===== src/rtl/mem_sequencer.sv =====
`default_nettype none
// +----------------------------------------------------------------------------+
// | Module      : mem_sequencer                                                |
// | Description : Multi-byte big-endian load/store sequencer for a byte-wide   |
// |               memory with a pipelined read path.                           |
// | Revision    : 1.0 - initial release                                        |
// +----------------------------------------------------------------------------+
module mem_sequencer #(
    parameter int ADDR_WIDTH   = 9,
    parameter int MAX_BYTES    = 4,
    parameter int READ_LATENCY = 2,
    parameter int ALIGN_CHECK  = 0,
    localparam int DATA_WIDTH  = 8 * MAX_BYTES,
    localparam int SIZE_WIDTH  = (MAX_BYTES > 1) ? $clog2(MAX_BYTES) : 1
) (
    input  logic                  clk,
    input  logic                  reset_n,
    input  logic                  start,
    input  logic                  we,
    input  logic [SIZE_WIDTH-1:0] size,
    input  logic                  sext,
    input  logic [ADDR_WIDTH-1:0] addr,
    input  logic [DATA_WIDTH-1:0] wdata,
    output logic                  busy,
    output logic                  done,
    output logic                  err,
    output logic [DATA_WIDTH-1:0] rdata,
    output logic [ADDR_WIDTH-1:0] mem_raddr,
    input  logic [7:0]            mem_data_out,
    output logic [ADDR_WIDTH-1:0] mem_waddr,
    output logic [7:0]            mem_data_in,
    output logic                  mem_write
);

    localparam int c_NW = $clog2(MAX_BYTES + 1);

    localparam logic [1:0] c_IDLE  = 2'd0;
    localparam logic [1:0] c_LOAD  = 2'd1;
    localparam logic [1:0] c_STORE = 2'd2;
    localparam logic [1:0] c_ERROR = 2'd3;

    logic [1:0]              r_state;
    logic [1:0]              w_state_next;
    logic [c_NW-1:0]         r_n;
    logic                    r_sext;
    logic [ADDR_WIDTH-1:0]   r_addr;
    logic [DATA_WIDTH-1:0]   r_wsh;
    logic [c_NW-1:0]         r_icnt;
    logic [c_NW-1:0]         r_rcnt;
    logic [READ_LATENCY-1:0] r_vld;
    logic [DATA_WIDTH-1:0]   r_asm;

    logic [c_NW:0]           w_n_raw;
    logic [c_NW-1:0]         w_n;
    logic                    w_misaligned;
    logic                    w_issue;
    logic                    w_sample;
    logic                    w_last_rd;
    logic                    w_last_wr;
    logic                    w_sign;
    logic [DATA_WIDTH-1:0]   w_asm_next;
    logic [DATA_WIDTH-1:0]   w_rdata_next;

    // Requested byte count, clamped to the widest supported access
    always_comb begin
        w_n_raw = (c_NW+1)'(size) + (c_NW+1)'(1);
        if (w_n_raw > (c_NW+1)'(MAX_BYTES)) begin
            w_n = c_NW'(MAX_BYTES);
        end else begin
            w_n = w_n_raw[c_NW-1:0];
        end
    end

    generate
        if (ALIGN_CHECK != 0) begin : g_align_on
            assign w_misaligned = (w_n > c_NW'(1)) &&
                                  ((addr % ADDR_WIDTH'(w_n)) != '0);
        end else begin : g_align_off
            assign w_misaligned = 1'b0;
        end
    endgenerate

    assign busy      = (r_state != c_IDLE);
    assign w_issue   = (r_state == c_LOAD) && (r_icnt != r_n);
    assign w_sample  = r_vld[READ_LATENCY-1];
    assign w_last_rd = w_sample && (r_rcnt == r_n - c_NW'(1));
    assign w_last_wr = (r_state == c_STORE) && (r_icnt == r_n - c_NW'(1));

    // Big-endian assembly: each new byte enters at the bottom
    always_comb begin
        w_asm_next = (r_asm << 8) | DATA_WIDTH'(mem_data_out);
        w_sign     = 1'b0;
        for (int b = 1; b <= MAX_BYTES; b++) begin
            if (r_n == c_NW'(b)) begin
                w_sign = r_sext & w_asm_next[8*b-1];
            end
        end
        w_rdata_next = '0;
        for (int i = 0; i < DATA_WIDTH; i++) begin
            w_rdata_next[i] = (i < 8 * int'(r_n)) ? w_asm_next[i] : w_sign;
        end
    end

    always_comb begin
        w_state_next = r_state;
        case (r_state)
            c_IDLE: begin
                if (start) begin
                    if (w_misaligned) begin
                        w_state_next = c_ERROR;
                    end else if (we) begin
                        w_state_next = c_STORE;
                    end else begin
                        w_state_next = c_LOAD;
                    end
                end
            end
            c_LOAD: begin
                if (w_last_rd) begin
                    w_state_next = c_IDLE;
                end
            end
            c_STORE: begin
                if (w_last_wr) begin
                    w_state_next = c_IDLE;
                end
            end
            c_ERROR: w_state_next = c_IDLE;
            default: w_state_next = c_IDLE;
        endcase
    end

    always_ff @(posedge clk or negedge reset_n) begin
        if (!reset_n) begin
            r_state <= c_IDLE;
        end else begin
            r_state <= w_state_next;
        end
    end

    always_ff @(posedge clk or negedge reset_n) begin
        if (!reset_n) begin
            r_n         <= '0;
            r_sext      <= 1'b0;
            r_addr      <= '0;
            r_wsh       <= '0;
            r_icnt      <= '0;
            r_rcnt      <= '0;
            r_vld       <= '0;
            r_asm       <= '0;
            done        <= 1'b0;
            err         <= 1'b0;
            rdata       <= '0;
            mem_raddr   <= '0;
            mem_waddr   <= '0;
            mem_data_in <= '0;
            mem_write   <= 1'b0;
        end else begin
            done      <= 1'b0;
            err       <= 1'b0;
            mem_write <= 1'b0;
            r_vld     <= (r_vld << 1) | READ_LATENCY'(w_issue);
            case (r_state)
                c_IDLE: begin
                    if (start) begin
                        r_n    <= w_n;
                        r_sext <= sext;
                        r_addr <= addr;
                        // Pre-align so the most significant used byte sits on top
                        r_wsh  <= wdata << (8 * (MAX_BYTES - int'(w_n)));
                        r_icnt <= '0;
                        r_rcnt <= '0;
                        r_asm  <= '0;
                    end
                end
                c_LOAD: begin
                    if (w_issue) begin
                        mem_raddr <= r_addr + ADDR_WIDTH'(r_icnt);
                        r_icnt    <= r_icnt + c_NW'(1);
                    end
                    if (w_sample) begin
                        r_asm  <= w_asm_next;
                        r_rcnt <= r_rcnt + c_NW'(1);
                    end
                    if (w_last_rd) begin
                        rdata <= w_rdata_next;
                        done  <= 1'b1;
                    end
                end
                c_STORE: begin
                    mem_write   <= 1'b1;
                    mem_waddr   <= r_addr + ADDR_WIDTH'(r_icnt);
                    mem_data_in <= r_wsh[DATA_WIDTH-1 -: 8];
                    r_wsh       <= r_wsh << 8;
                    r_icnt      <= r_icnt + c_NW'(1);
                    if (w_last_wr) begin
                        done <= 1'b1;
                    end
                end
                c_ERROR: begin
                    done <= 1'b1;
                    err  <= 1'b1;
                end
                default: ;
            endcase
        end
    end

endmodule
`default_nettype wire


===== config.mk =====
export PLATFORM = sky130hd
export DESIGN_NAME = mem_sequencer
export DESIGN_NICKNAME = d
export VERILOG_FILES = /design/src/rtl/mem_sequencer.sv
export SDC_FILE = /design/constraint.sdc
export NUM_CORES = 1
export LEC_CHECK = 0
export CAP_MARGIN = 20
export CORE_MARGIN = 1.5
export CORE_UTILIZATION = 48
export DETAILED_ROUTE_END_ITERATION = 16
export GPL_ROUTABILITY_DRIVEN = 0
export PLACE_DENSITY_LB_ADDON = 0.3
export SYNTH_ARGS = -nofsm -noshare
export SYNTH_HDL_FRONTEND = slang
export SYNTH_SLANG_ARGS = --single-unit

===== constraint.sdc =====
create_clock -name clk -period 2 [get_ports clk]
set_input_delay 0.4 -clock clk [delete_from_list [all_inputs] [get_ports clk]]
set_output_delay 0.4 -clock clk [all_outputs]
set_load 0.005 [all_outputs]

==> results.json <==
{
  "status": "finished clean",
  "grt_pass1_vias": 5083,
  "h-tree-depth": 4,
  "synth_ff_type": "dfrtp_1",
  "p_per_area_nw_per_um2": 1440,
  "setup.worst_path.class": "reg -> reg",
  "final_net_count": 813,
  "wl_per_cell_um": 16.7,
  "syn_inst": 598,
  "cp-start-kind": "flip-flop",
  "reg2reg_to": "rdata[12]",
  "hold_path_end": "r_vld[1]",
  "syn2layout_area_growth_pct": 35.3,
  "synth_area_um2": 6840,
  "cts_made_buffers": 17,
  "async_reset_ff_share_pct": 100,
  "initial_core_util_pct": 49.3,
  "cts_root_buf": "clkbuf_16",
  "yosysTopAreaCell": "dfrtp_1",
  "port_buffers": 117,
  "vias_per_cell": 5.41,
  "grt_max_degree": 56,
  "core-area_um2": 13900,
  "place_hpwl_mm": 10.8,
  "synth_cell_type_count": 45,
  "fin_crit_ps": 1940,
  "grt_pass1_wl_mm": 25.0,
  "diodes": 0,
  "clk_pin_slew_ps": 60,
  "whs_path_depth": 0,
  "netlist.area_leader.share_pct": 51.2,
  "required_ps": 2310,
  "vias": 5050,
  "routed_wl_mm": 15.6,
  "synth_edf_count": 0,
  "worstHoldStart": "r_vld[0]",
  "cp_max_fo": 6,
  "num_io_pins": 118,
  "r2r_start": "r_n[1]",
  "dieArea_um2": 15000,
  "place_area_um2": 8440,
  "fp.dieW_um": 122,
  "yosysSeqAreaShare_pct": 51.2,
  "synth_simple_gate_area_share_pct": 8.93,
  "synthAdderAreaFrac_pct": 3.22,
  "hold_ws_ps": 352,
  "worstRegToRegCells": 8,
  "synthTopCellsByArea": "dfrtp_1, mux2_2, mux2i_1",
  "first_pass_iters": 6,
  "clk_path_buf_depth": 2,
  "muxShareOfSynthArea_pct": 20.5,
  "insertion_delay_ps": 420,
  "cap_viol_max_count": 0,
  "drive_gt1_share_pct": 23.6,
  "drt_iter0_drc": 289,
  "overflow": 0,
  "fmax_mhz": 515,
  "crit_arrival_ps": 2250,
  "final_cell_mix": "dfrtp_1, clkdlybuf4s50_1, nand2_1",
  "grt_use_total_pct": 21.6,
  "synth_xor_xnor_area_share_pct": 2.31,
  "avgSynthCellArea_um2": 11.4,
  "setup-violations-final": 0,
  "synth_top_family_by_area": "multiplexers",
  "cp-end-kind": "flip-flop",
  "die_h_um": 122,
  "synth_nets": 671,
  "ys_warn_count": 0,
  "peakVddDrop_mv": 0.737,
  "fin_area_um2": 9250,
  "ant_nets": 0,
  "power_leakage_uw": 0.00413,
  "tightest_slew_ps": 463,
  "tritoncts": "yes",
  "hold_viol": 0,
  "dp_cells": 892,
  "maxSlewViolCount": 0,
  "synth_compound_area_share_pct": 10.1,
  "regToRegSetupSlack_ps": 60,
  "setup_tns_ps": 0,
  "final_common_cell": "dfrtp_1",
  "slew_headroom_pct": 68.8,
  "antenna_found_initial": 0,
  "final_cells": 933,
  "ys_ff_latch": 140,
  "rows": 43,
  "drc": 0,
  "min_period_over_period_pct": 97.1,
  "hold_class": "reg -> reg",
  "fin_skew_ps": 7.32,
  "clkSinkCount": 140
}
==> layer usage <==
metal  GRT usage [%]  vias to the layer above  wire [um]
li1                -                     2372          -
met4            7.63                        0        252
met3            4.37                       27        619
met1            28.0                     2508       6940
met2            36.3                      143       7770
met5               0                        -          0
==> cell usage after synthesis (4+ instances only) <==
cell,instances
dfrtp_1,140
nand2_1,99
mux2_2,73
o21ai_0,49
mux2i_1,39
clkbuf_1,22
a21oi_1,19
inv_1,17
ha_1,16
nor2b_1,13
nor2_1,10
o31ai_1,10
a221oi_1,8
a22o_1,8
mux4_2,8
xor2_1,8
buf_2,7
buf_1,6
a31oi_1,5
buf_6,4
==> sequential cells by signal, summed over array words and instances, names as in the netlist <==
signal and cells:
r_wsh 32, rdata 32, r_asm 24, mem_raddr 9
mem_waddr 9, r_addr 9, mem_data_in 8, r_icnt 3
r_n 3, r_rcnt 3, r_state 2, r_vld 2
done 1, err 1, mem_write 1, r_sext 1
==> worst max-delay path: stages (launching register included) <==
cell and delay (ps):
dfrtp_1 390, inv_2 110, ha_4 220, xor2_1 140, nand4_1 170, nor2_4 160, buf_12 150, clkbuf_16 150
mux2_2 340
==> stage by stage <==
| stage | power [uW] | setup slack (ps) | utilization, % |
|---|---|---|---|
| after floorplan | 7640 | 24.7 | - |
| after global placement | 9630 | -210 | 60.8 |
| after detailed placement | 9840 | -317 | 60.8 |
| after CTS | 13400 | 16.1 | 65.7 |
| after global routing | 14200 | -15.5 | 66.6 |
| final | 13400 | 57.8 | 66.6 |
==> kinds of logic (layout without fill, tap and decap cells) <==
| family | Yosys count | count (layout) |
|---|---|---|
| adder cells (fa/ha/maj) | 17 | 17 |
| flip-flops | 140 | 140 |
| buffers and inverters | 57 | 212 |
| XOR/XNOR | 14 | 14 |
| multiplexers | 121 | 121 |
| AND/OR/NAND/NOR | 139 | 139 |
| AO/OA/AOI/OAI | 110 | 110 |
==> where the power goes <==
group / switching [uW] / total (uW) / internal [uW] / leakage, uW
sequential: 659 / 4490 / 3830 / 0.00179
combinational: 2570 / 5460 / 2890 / 0.00203
clock: 1250 / 3420 / 2170 / 0.000309
==> repair_timing <==
action,in CTS,in global routing
hold endpoints to repair,39,0
gates resized for setup,6,9
pin swaps,0,4
hold buffers,1,0
cloned,0,2
endpoints found under the setup margin,1,32
buffers inserted,2,4
==> area by class of cell <==
cell class                 instances  area, um2
clock buffer                      20        457
clock inverter                    12        186
fill                            1035       4630
inverter                          18       67.6
multi-input combinational        401       3160
sequential                       140       3500
tap                              180        225
timing repair buffer             162       1650
==> how the worst max path moves through the flow <==
stage / startpoint / to / depth (start not counted)
final: r_n[1] / rdata[12] / 8
after global routing: r_n[0] / rdata[20] / 7
after CTS: r_n[0] / rdata[30] / 8
after detailed placement: size[0] / r_wsh[12] / 5
after global placement: size[0] / r_wsh[9] / 5
after floorplan: r_n[0] / rdata[23] / 8
Note: power is estimated with default switching activity, not from simulation.
